## src/rtl/flash_pkg.sv

```systemverilog
// rtl/flash_pkg.sv - shared state encoding and burst-count width helper for the flash burst reader
package flash_pkg;

  typedef enum logic [1:0] {
    ST_IDLE = 2'd0,
    ST_REQ  = 2'd1,
    ST_DATA = 2'd2,
    ST_DONE = 2'd3
  } state_t;

  function automatic int bc_w(input int max_burst);
    return $clog2(max_burst) + 1;
  endfunction

endpackage

```

## src/rtl/flash_timeout_counter.sv

```systemverilog
// rtl/flash_timeout_counter.sv - stall counter; expired flags the stalled cycle whose count reaches TIMEOUT
module flash_timeout_counter #(
  parameter int TIMEOUT = 1023
) (
  input  logic inclk,
  input  logic rst_n,
  input  logic clear,
  input  logic enable,
  output logic expired
);

  localparam int CW = $clog2(TIMEOUT + 1);

  logic [CW-1:0] r_count;

  always_ff @(posedge inclk or negedge rst_n) begin
    if (!rst_n) begin
      r_count <= '0;
    end else if (clear) begin
      r_count <= '0;
    end else if (enable && (r_count != CW'(TIMEOUT))) begin
      r_count <= r_count + CW'(1);
    end
  end

  // Fires on the stalled cycle whose closing edge would make the count equal TIMEOUT.
  assign expired = enable && !clear && (r_count == CW'(TIMEOUT - 1));

endmodule

```

## src/rtl/flash_burst_reader.sv

```systemverilog
// rtl/flash_burst_reader.sv - Avalon-MM burst read master streaming indexed words with done/timeout reporting
module flash_burst_reader
  import flash_pkg::*;
#(
  parameter  int ADDR_W    = 23,
  parameter  int DATA_W    = 32,
  parameter  int MAX_BURST = 8,
  parameter  int TIMEOUT   = 1023,
  localparam int BC_W      = bc_w(MAX_BURST)
) (
  input  logic              inclk,
  input  logic              rst_n,
  input  logic              start,
  input  logic [ADDR_W-1:0] start_addr,
  input  logic [BC_W-1:0]   num_words,
  output logic              busy,
  output logic              done,
  output logic              error,
  output logic [DATA_W-1:0] out_data,
  output logic [BC_W-1:0]   out_index,
  output logic              out_valid,
  output logic              flash_mem_read,
  output logic [ADDR_W-1:0] flash_mem_address,
  output logic [BC_W-1:0]   flash_mem_burstcount,
  input  logic              flash_mem_waitrequest,
  input  logic [DATA_W-1:0] flash_mem_readdata,
  input  logic              flash_mem_readdatavalid
);

  state_t            r_state;
  state_t            w_next;
  logic [ADDR_W-1:0] r_addr;
  logic [BC_W-1:0]   r_n;
  logic [BC_W-1:0]   r_beat;
  logic              r_error;
  logic [DATA_W-1:0] r_out_data;
  logic [BC_W-1:0]   r_out_index;
  logic              r_out_valid;

  logic              w_progress;
  logic              w_enable;
  logic              w_clear;
  logic              w_beat;
  logic              w_last;
  logic              w_expired;
  logic              w_abort;
  logic              w_accept;
  logic [BC_W-1:0]   w_clamped;

  assign w_beat     = (r_state == ST_DATA) && flash_mem_readdatavalid;
  assign w_progress = ((r_state == ST_REQ) && !flash_mem_waitrequest) || w_beat;
  assign w_enable   = ((r_state == ST_REQ) || (r_state == ST_DATA)) && !w_progress;
  assign w_clear    = (r_state == ST_IDLE) || w_progress;
  assign w_last     = w_beat && (r_beat == (r_n - BC_W'(1)));
  assign w_accept   = (r_state == ST_IDLE) && start && (num_words != '0);
  assign w_clamped  = (num_words > BC_W'(MAX_BURST)) ? BC_W'(MAX_BURST) : num_words;

  flash_timeout_counter #(
    .TIMEOUT (TIMEOUT)
  ) u_timeout (
    .inclk   (inclk),
    .rst_n   (rst_n),
    .clear   (w_clear),
    .enable  (w_enable),
    .expired (w_expired)
  );

  always_ff @(posedge inclk or negedge rst_n) begin
    if (!rst_n) begin
      r_state <= ST_IDLE;
    end else begin
      r_state <= w_next;
    end
  end

  always_comb begin
    w_next  = r_state;
    w_abort = 1'b0;
    case (r_state)
      ST_IDLE: begin
        if (start) begin
          w_next = (num_words == '0) ? ST_DONE : ST_REQ;
        end
      end
      ST_REQ: begin
        if (!flash_mem_waitrequest) begin
          w_next = ST_DATA;
        end else if (w_expired) begin
          w_next  = ST_DONE;
          w_abort = 1'b1;
        end
      end
      ST_DATA: begin
        if (w_last) begin
          w_next = ST_DONE;
        end else if (w_expired) begin
          w_next  = ST_DONE;
          w_abort = 1'b1;
        end
      end
      default: w_next = ST_IDLE;
    endcase
  end

  always_ff @(posedge inclk or negedge rst_n) begin
    if (!rst_n) begin
      r_addr      <= '0;
      r_n         <= '0;
      r_beat      <= '0;
      r_error     <= 1'b0;
      r_out_data  <= '0;
      r_out_index <= '0;
      r_out_valid <= 1'b0;
    end else begin
      r_error     <= w_abort;
      r_out_valid <= w_beat;
      if (w_accept) begin
        r_addr <= start_addr;
        r_n    <= w_clamped;
        r_beat <= '0;
      end
      if (w_beat) begin
        r_out_data  <= flash_mem_readdata;
        r_out_index <= r_beat;
        r_beat      <= r_beat + BC_W'(1);
      end
    end
  end

  assign busy                 = (r_state != ST_IDLE);
  assign done                 = (r_state == ST_DONE);
  assign error                = r_error;
  assign out_data             = r_out_data;
  assign out_index            = r_out_index;
  assign out_valid            = r_out_valid;
  assign flash_mem_read       = (r_state == ST_REQ);
  assign flash_mem_address    = r_addr;
  assign flash_mem_burstcount = r_n;

endmodule

```

## config.mk

```make
export PLATFORM = sky130hd
export DESIGN_NAME = flash_burst_reader
export DESIGN_NICKNAME = d
export VERILOG_FILES = /design/src/rtl/flash_pkg.sv /design/src/rtl/flash_timeout_counter.sv /design/src/rtl/flash_burst_reader.sv
export SDC_FILE = /design/constraint.sdc
export NUM_CORES = 1
export LEC_CHECK = 0
export CAP_MARGIN = 40
export CORE_AREA = 2 2 93 95
export CTS_BUF_LIST = sky130_fd_sc_hd__clkbuf_16
export DETAILED_ROUTE_END_ITERATION = 10
export DIE_AREA = 0 0 95 97
export PLACE_DENSITY = 0.82
export SYNTH_ARGS = -nofsm -noshare
export SYNTH_HDL_FRONTEND = slang
export SYNTH_HIERARCHICAL = 1
export SYNTH_SLANG_ARGS = --single-unit
```

## constraint.sdc

```tcl
create_clock -name inclk -period 6.55 [get_ports inclk]
set_input_delay 0.9825 -clock inclk [delete_from_list [all_inputs] [get_ports inclk]]
set_output_delay 0.9825 -clock inclk [all_outputs]
set_load 0.005 [all_outputs]
```

### Word-level counts from Yosys, hierarchy flattened

Index checks and enable logic that the tools add are counted.

| storage, ports and cells | value |
|---|---|
| ROM bits | 0 |
| memory bits (writable) | 0 |
| memories kept | 0 |
| word-level logic and storage cells | 56 |
| bits in latches | 0 |
| register bits | 81 |
| output and inout port bits | 68 |
| bits of input ports | 64 |

| operators by class | value |
|---|---|
| shifts and indexed selects | 0 |
| equal/unequal tests | 7 |
| add/subtract/negate cells | 3 |
| mux-type cells | 15 |
| reductions and logical operators | 21 |
| bitwise logic cells | 0 |
| divide/modulo/power cells | 0 |
| multipliers | 0 |
| $lt $le $gt $ge | 1 |

Operators by type and width:

| operator | number |
|---|---|
| $mux 10 | 2 |
| $mux 4 | 3 |
| $add 10x1->10 const B | 1 |
| $eq 10x10->1 const B | 1 |
| $mux 2 | 5 |
| $ne 10x10->1 const B | 1 |
| $logic_and 1x1->1 | 9 |
| $pmux 2 s3 | 1 |
| $reduce_bool 2->1 | 3 |
| $add 4x1->4 const B | 1 |
| $eq 2x2->1 const B | 2 |
| $eq 4x4->1 | 1 |
| $gt 4x4->1 const B | 1 |
| $logic_not 4->1 | 1 |
| $reduce_bool 4->1 | 1 |
| $sub 4x1->4 const B | 1 |
| $logic_not 1->1 | 3 |
| $logic_or 1x1->1 | 3 |
| $mux 1 | 3 |
| $eq 2x1->1 const B | 1 |
| $logic_not 2->1 | 1 |
| $ne 2x2->1 const B | 1 |
| $pmux 1 s2 | 1 |

### Depth between registers and ports, before layout

| depth | value |
|---|---|
| depth after elaboration | 10 |
| gate-level depth with buffers | 11 |
| gate-level depth less buffers | 9 |

### Hierarchy

Netlist, hierarchy kept.

By module, submodules not included:

| module | area each (µm²) | instances | sequential area each (µm²) | cells each |
|---|---|---|---|---|
| flash_burst_reader | 2961.6 | 1 | 1776.7 | 326 |
| flash_timeout_counter | 625.6 | 1 | 250.2 | 70 |

### Least setup slack after synthesis

No wires, ideal clock.

| timing | value |
|---|---|
| path kind | input port to flip-flop |
| start point | input flash_mem_readdatavalid |
| end point | register r_state[1] |
| path buffers | 2 |
| setup time | 129 ps |
| required time | 6421 ps |
| arrival | 2494 ps |
| path slack | 3927 ps |
| cell stages on the path | 9 |
| cell sequence | nand2_1 > clkbuf_1 > nand3_1 > clkbuf_1 > inv_1 > and4_1 > or3_1 > a21oi_1 > o32ai_1 |

| on the way | value |
|---|---|
| cells in the longest elaborated chain, start to end | 9 |
| elaborated cells between the ends (all ways) | 13 |
| classes of those cells | mux: 4; reduce/logical: 9 |

Ends and longest elaborated chain:

| element | line | source |
|---|---|---|
| start: declaration | flash_burst_reader.sv:27 | `input logic flash_mem_readdatavalid` |
| $logic_and 1x1->1 (*) | flash_burst_reader.sv:50 | `assign w_beat = (r_state == ST_DATA) && flash_mem_readdatavalid;` |
| $logic_or 1x1->1 (*) | flash_burst_reader.sv:51 | `assign w_progress = ((r_state == ST_REQ) && !flash_mem_waitrequest) \|\| w_beat;` |
| $logic_or 1x1->1 (*) | flash_burst_reader.sv:53 | `assign w_clear = (r_state == ST_IDLE) \|\| w_progress;` |
| net w_clear | flash_burst_reader.sv:42 | `logic w_clear;` |
| $logic_not 1->1 (*) | flash_timeout_counter.sv:27 | `assign expired = enable && !clear && (r_count == CW'(TIMEOUT - 1));` |
| $logic_and 1x1->1 (*) (2 in a row) | flash_timeout_counter.sv:27 |  |
| net w_expired | flash_burst_reader.sv:45 | `logic w_expired;` |
| $mux 2 (*) | - |  |
| $mux 2 (on tied branches) | - |  |
| $pmux 2 s3 (*) | flash_burst_reader.sv:79 | `case (r_state)` |
| end signal: assignment | flash_burst_reader.sv:72 | `r_state <= w_next;` |
| end: declaration | flash_burst_reader.sv:30 | `state_t r_state;` |

The timed path passes the listed nets; every way through them passes the cells marked *.
A chain may end at the register's enable or synchronous reset.

### Final worst setup path

| timing | value |
|---|---|
| start point | input flash_mem_readdatavalid |
| end point | register u_timeout.r_count[8] |

| on the way | value |
|---|---|
| cells in the longest elaborated chain, start to end | 6 |
| elaborated cells between the ends (all ways) | 8 |
| classes of those cells | mux: 1; reduce/logical: 7 |

Ends and longest elaborated chain:

| element | line | source |
|---|---|---|
| $logic_and 1x1->1 | flash_burst_reader.sv:50 |  |
| $logic_or 1x1->1 | flash_burst_reader.sv:51 |  |
| $logic_not 1->1 | flash_burst_reader.sv:52 | `assign w_enable = ((r_state == ST_REQ) \|\| (r_state == ST_DATA)) && !w_progress;` |
| $logic_and 1x1->1 | flash_burst_reader.sv:52 |  |
| net w_enable | flash_burst_reader.sv:41 | `logic w_enable;` |
| $logic_and 1x1->1 | flash_timeout_counter.sv:21 | `end else if (enable && (r_count != CW'(TIMEOUT))) begin` |
| $reduce_bool 2->1 (no source line) | - |  |
| end signal: assignment | flash_timeout_counter.sv:22 | `r_count <= r_count + CW'(1);` |
| end: declaration | flash_timeout_counter.sv:14 | `logic [CW-1:0] r_count;` |

The timed path passes the listed nets, and every way through them passes these cells.

==> impl.org <==
** CTS
- Post-CTS Setup Bufs :: 0
- Number of levels the H-tree was split into :: 3
- Clock Sink Count :: 81
- Hold-fix buffers, CTS :: 0
- TritonCTS built the clock tree.
- The later pin in the worst-skew pair is clocked with a latency of 0.32 ns.
- The number of clock buffers added by TritonCTS is 9.
- Bufs on Longest Clock Path :: 2
- After clock tree synthesis, the clock-pin slew on the worst setup and hold paths is 0.06 ns.
- Clock root buffer :: sky130_fd_sc_hd__clkbuf_16
- PostCTS Resize Cnt :: 0

** Setup path
- STA classifies the critical path endpoint as a flip-flop.
- The startpoint identified for the worst register-to-register timing path is r_state[0].
- The critical path is of the input pin to flip-flop type.
- The worst register-to-register path ends at u_timeout/r_count[8].
- Counting cells, the worst reg-to-reg path comes to 9.
- At the worst endpoint, the arrival time is 3.11 ns.
- Of all nets on the critical path, the largest fanout is between 40 and 50.
- For flop-to-flop paths, the worst setup slack is between 3 and 4 ns.
- STA classifies the critical path startpoint as an input pin.
- For the worst setup path, the data required time is a little under 7 ns.

** Power
- IR analysis of the VDD net gives a maximum drop of 0.000183 V.
- For this design the static power due to leakage is 2.53 nW.
- Power per Cell Area :: 415 nW/um2
- After layout, the design draws a total of 2.19 mW.

** Synthesis
- For this run, the number of Yosys warnings is 6.
- After synthesis, the share of flip-flops with an asynchronous set or reset is 1.00.
- Dividing the synthesized area by the synthesized cell count gives between 9 and 10 um2.
- After synthesis the cells add up to about 3600 um2.
- In this run, synthesis produced a sequential element count of 81.
- The biggest area contributor in the post-synthesis netlist is sky130_fd_sc_hd__dfrtp_1.
- Part of the Yosys area used for sequential elements :: 0.565
- Share of the synthesized area in the top cell type :: 0.565
- The number of different library cells used by synthesis comes to 39.
- Largest cells by area after synthesis :: sky130_fd_sc_hd__dfrtp_1 (57%), sky130_fd_sc_hd__nand2_1 (20%), sky130_fd_sc_hd__ha_1 (2.8%)
- Commonest cells in the netlist :: sky130_fd_sc_hd__nand2_1 (194), sky130_fd_sc_hd__dfrtp_1 (81), sky130_fd_sc_hd__nor2_1 (15)
- Post-Syn Instances :: a little under 400
- Flip-flop cell with the highest count after synthesis :: sky130_fd_sc_hd__dfrtp_1
- The number of nets in the synthesized netlist is 468.
- Leading cell type by number of instances after synthesis :: sky130_fd_sc_hd__nand2_1
- Number of enable-type register cells in the synthesized netlist :: 0

** Route
- Total Wirelength :: 8450 um
- For this run, the detailed router's first-pass iteration total came to 4.
- The detailed router finished its first iteration with 163 violations.
- Once detail routing completed, the nets flagged for antenna violations numbered 0.
- Vias after detailed routing :: 3084
- In the routed design, unresolved DRC markers number 0.
- Wire per inst :: 13.3 um
- In the routed layout, each cell is associated on average with a via count of just under 5.

** GRT
- Pin count of the biggest net entering global routing :: 61
- The number of global-route vias before repair is a little over 3000.
- The initial antenna violation count came to 0.
- The first global-routing pass estimated around 14000 um of wire.
- GRT overflow :: 0
- Overall global routing resource usage :: 0.191

** STA
- For this run, the top clock speed supported by timing is 0.346 GHz.
- The clock arrives with 0.00603 ns of skew.
- After routing, the total negative slack on setup checks comes to 0 ns.
- Crit share post-route :: 0.442
- Unrepaired setup endpoints after global routing :: false
- The final hold violation count came to 0.
- Tightest slew margin relative to the limit :: 0.582
- Minimum period implied by the final worst setup slack :: approximately 2.9 ns
- Endpoints failing setup :: 0
- For the pin with the worst max-slew slack, the measured transition is between 0.6 and 0.7 ns.
- Max-slew violations :: 0

** Layout
- Area Overhead vs Synth :: 47.4%
- The finished cells cover roughly 5300 um2.
- The net count of the finished layout is 597.
- The filler cells instantiated in the layout total 623.
- The repair_antennas step left the layout with diodes totalling 0.
- Fraction of layout cells with a size suffix above 1 :: 0.0528

** Die
- The die is 97 um tall.
- Die W :: around 95 um
- For this design the top-level I/O count stands at 132.
- The floorplan has 33 rows.
- The floorplan step defined a die boundary enclosing 9220 um2.
- Initial Utilization :: 0.441
- Core area :: around 8100 um2

** Run
- Maxcap violations :: 0

** Placed design
- Detailed placement ended at an HPWL of 6180 um.
- Instance area after placement :: 4990 um2
- Buffers added on ports :: 131
- At the end of routability-driven placement, the weighted congestion stood at 0.854.

** Hold path
- The worst hold path begins at flash_mem_address[8].
- HP Class :: flip-flop to flip-flop
- Number of instances on the worst hold path :: 2
- End of the worst hold path :: flash_mem_address[8]

** Status
- Outcome :: completed
sequential cells by signal, indices dropped and copies added, names as in the netlist:
| signal | cells |
|---|---|
| error | 1 |
| flash_mem_address | 23 |
| flash_mem_burstcount | 4 |
| out_data | 32 |
| out_index | 4 |
| out_valid | 1 |
| r_beat | 4 |
| r_state | 2 |
| u_timeout/r_count | 10 |
routing by layer:
layer,up-vias,part of all wire,track usage
li1,1529,-,-
met1,1439,0.45,0.256
met2,106,0.47,0.310
met3,10,0.076,0.0452
met4,0,0.010,0.0535
met5,-,0,0
through the flow:
step,util,std cells,setup WS [ns],hold slack (ns)
after global placement,0.607,617,3.20,0.456
after global routing,0.650,635,3.46,0.496
final,0.650,635,3.66,0.476
after floorplan,-,396,3.93,0.467
after detailed placement,0.613,619,3.31,0.461
after CTS,0.650,635,3.66,0.477
report_power, final:
group          internal [mW]  leakage, nW  total [mW]  switching, mW
combinational          0.499         1.35       0.882          0.382
sequential             0.690         1.04       0.814          0.124
clock                  0.298        0.140       0.497          0.199
total                   1.49         2.53        2.19          0.705
cells by family after synthesis:
logic type	share of synthesized area
DFF	0.565
xor gates and xnor gates	0.0258
adders and majority gates	0.0279
buffers and inverters	0.0387
and+or+nand+nor	0.285
muxes	0.0115
AOI/OAI and AO/OA	0.0464
layout make-up:
class / count / area, um2 / area share
repair buffers: 134 / 1370 / 0.259
inverters: 10 / 37.5 / 0.00710
clock inverters: 7 / 75.1 / 0.0142
flip-flops and latches: 81 / 2030 / 0.383
clock buffers: 9 / 225 / 0.0426
well taps: 105 / 131 / 0.0248
multi-input cells: 289 / 1420 / 0.269
worst max-delay path by stage:
stage / endpoint / startpoint / slack (ns)
floorplan: r_state[1] / flash_mem_readdatavalid / 3.93
global placement: r_state[0] / flash_mem_readdatavalid / 3.20
detailed placement: u_timeout/r_count[8] / flash_mem_readdatavalid / 3.31
CTS: u_timeout/r_count[8] / flash_mem_readdatavalid / 3.66
global route: u_timeout/r_count[8] / flash_mem_readdatavalid / 3.46
finish: u_timeout/r_count[8] / flash_mem_readdatavalid / 3.66
critical path, stage by stage:
cell and delay, ns:
sky130_fd_sc_hd__clkdlybuf4s50_1 0.40, sky130_fd_sc_hd__nand2_1 0.07, sky130_fd_sc_hd__buf_4 0.37, sky130_fd_sc_hd__and3_1 0.46
sky130_fd_sc_hd__and4_1 0.30, sky130_fd_sc_hd__nand2_1 0.10, sky130_fd_sc_hd__o31a_1 0.24, sky130_fd_sc_hd__o21a_1 0.18
cell usage in the layout (no fill, tap or decap), types with 2 or more instances in the layout:
cell                              Yosys  layout
sky130_fd_sc_hd__inv_6                0       3
sky130_fd_sc_hd__nor2_1              15      15
sky130_fd_sc_hd__clkinvlp_4           0       2
sky130_fd_sc_hd__a21oi_1              8       8
sky130_fd_sc_hd__clkbuf_16            0       9
sky130_fd_sc_hd__inv_1               10      10
sky130_fd_sc_hd__o21ai_2              3       3
sky130_fd_sc_hd__and4_1               3       3
sky130_fd_sc_hd__nor3_1               8       8
sky130_fd_sc_hd__o21ai_0              3       3
sky130_fd_sc_hd__xor2_1               5       5
sky130_fd_sc_hd__dfrtp_1             81      81
sky130_fd_sc_hd__nand2_1            194     194
sky130_fd_sc_hd__ha_1                 8       8
sky130_fd_sc_hd__nand4_1              4       4
sky130_fd_sc_hd__nand3b_1             3       3
sky130_fd_sc_hd__nand3_1              8       8
sky130_fd_sc_hd__buf_16               0       2
sky130_fd_sc_hd__mux2i_1              3       3
sky130_fd_sc_hd__clkdlybuf4s50_1      0     130
sky130_fd_sc_hd__buf_4                2       2
sky130_fd_sc_hd__and3_1               3       3
sky130_fd_sc_hd__xnor2_1              3       3
Note: power is estimated with default switching activity, not from simulation.
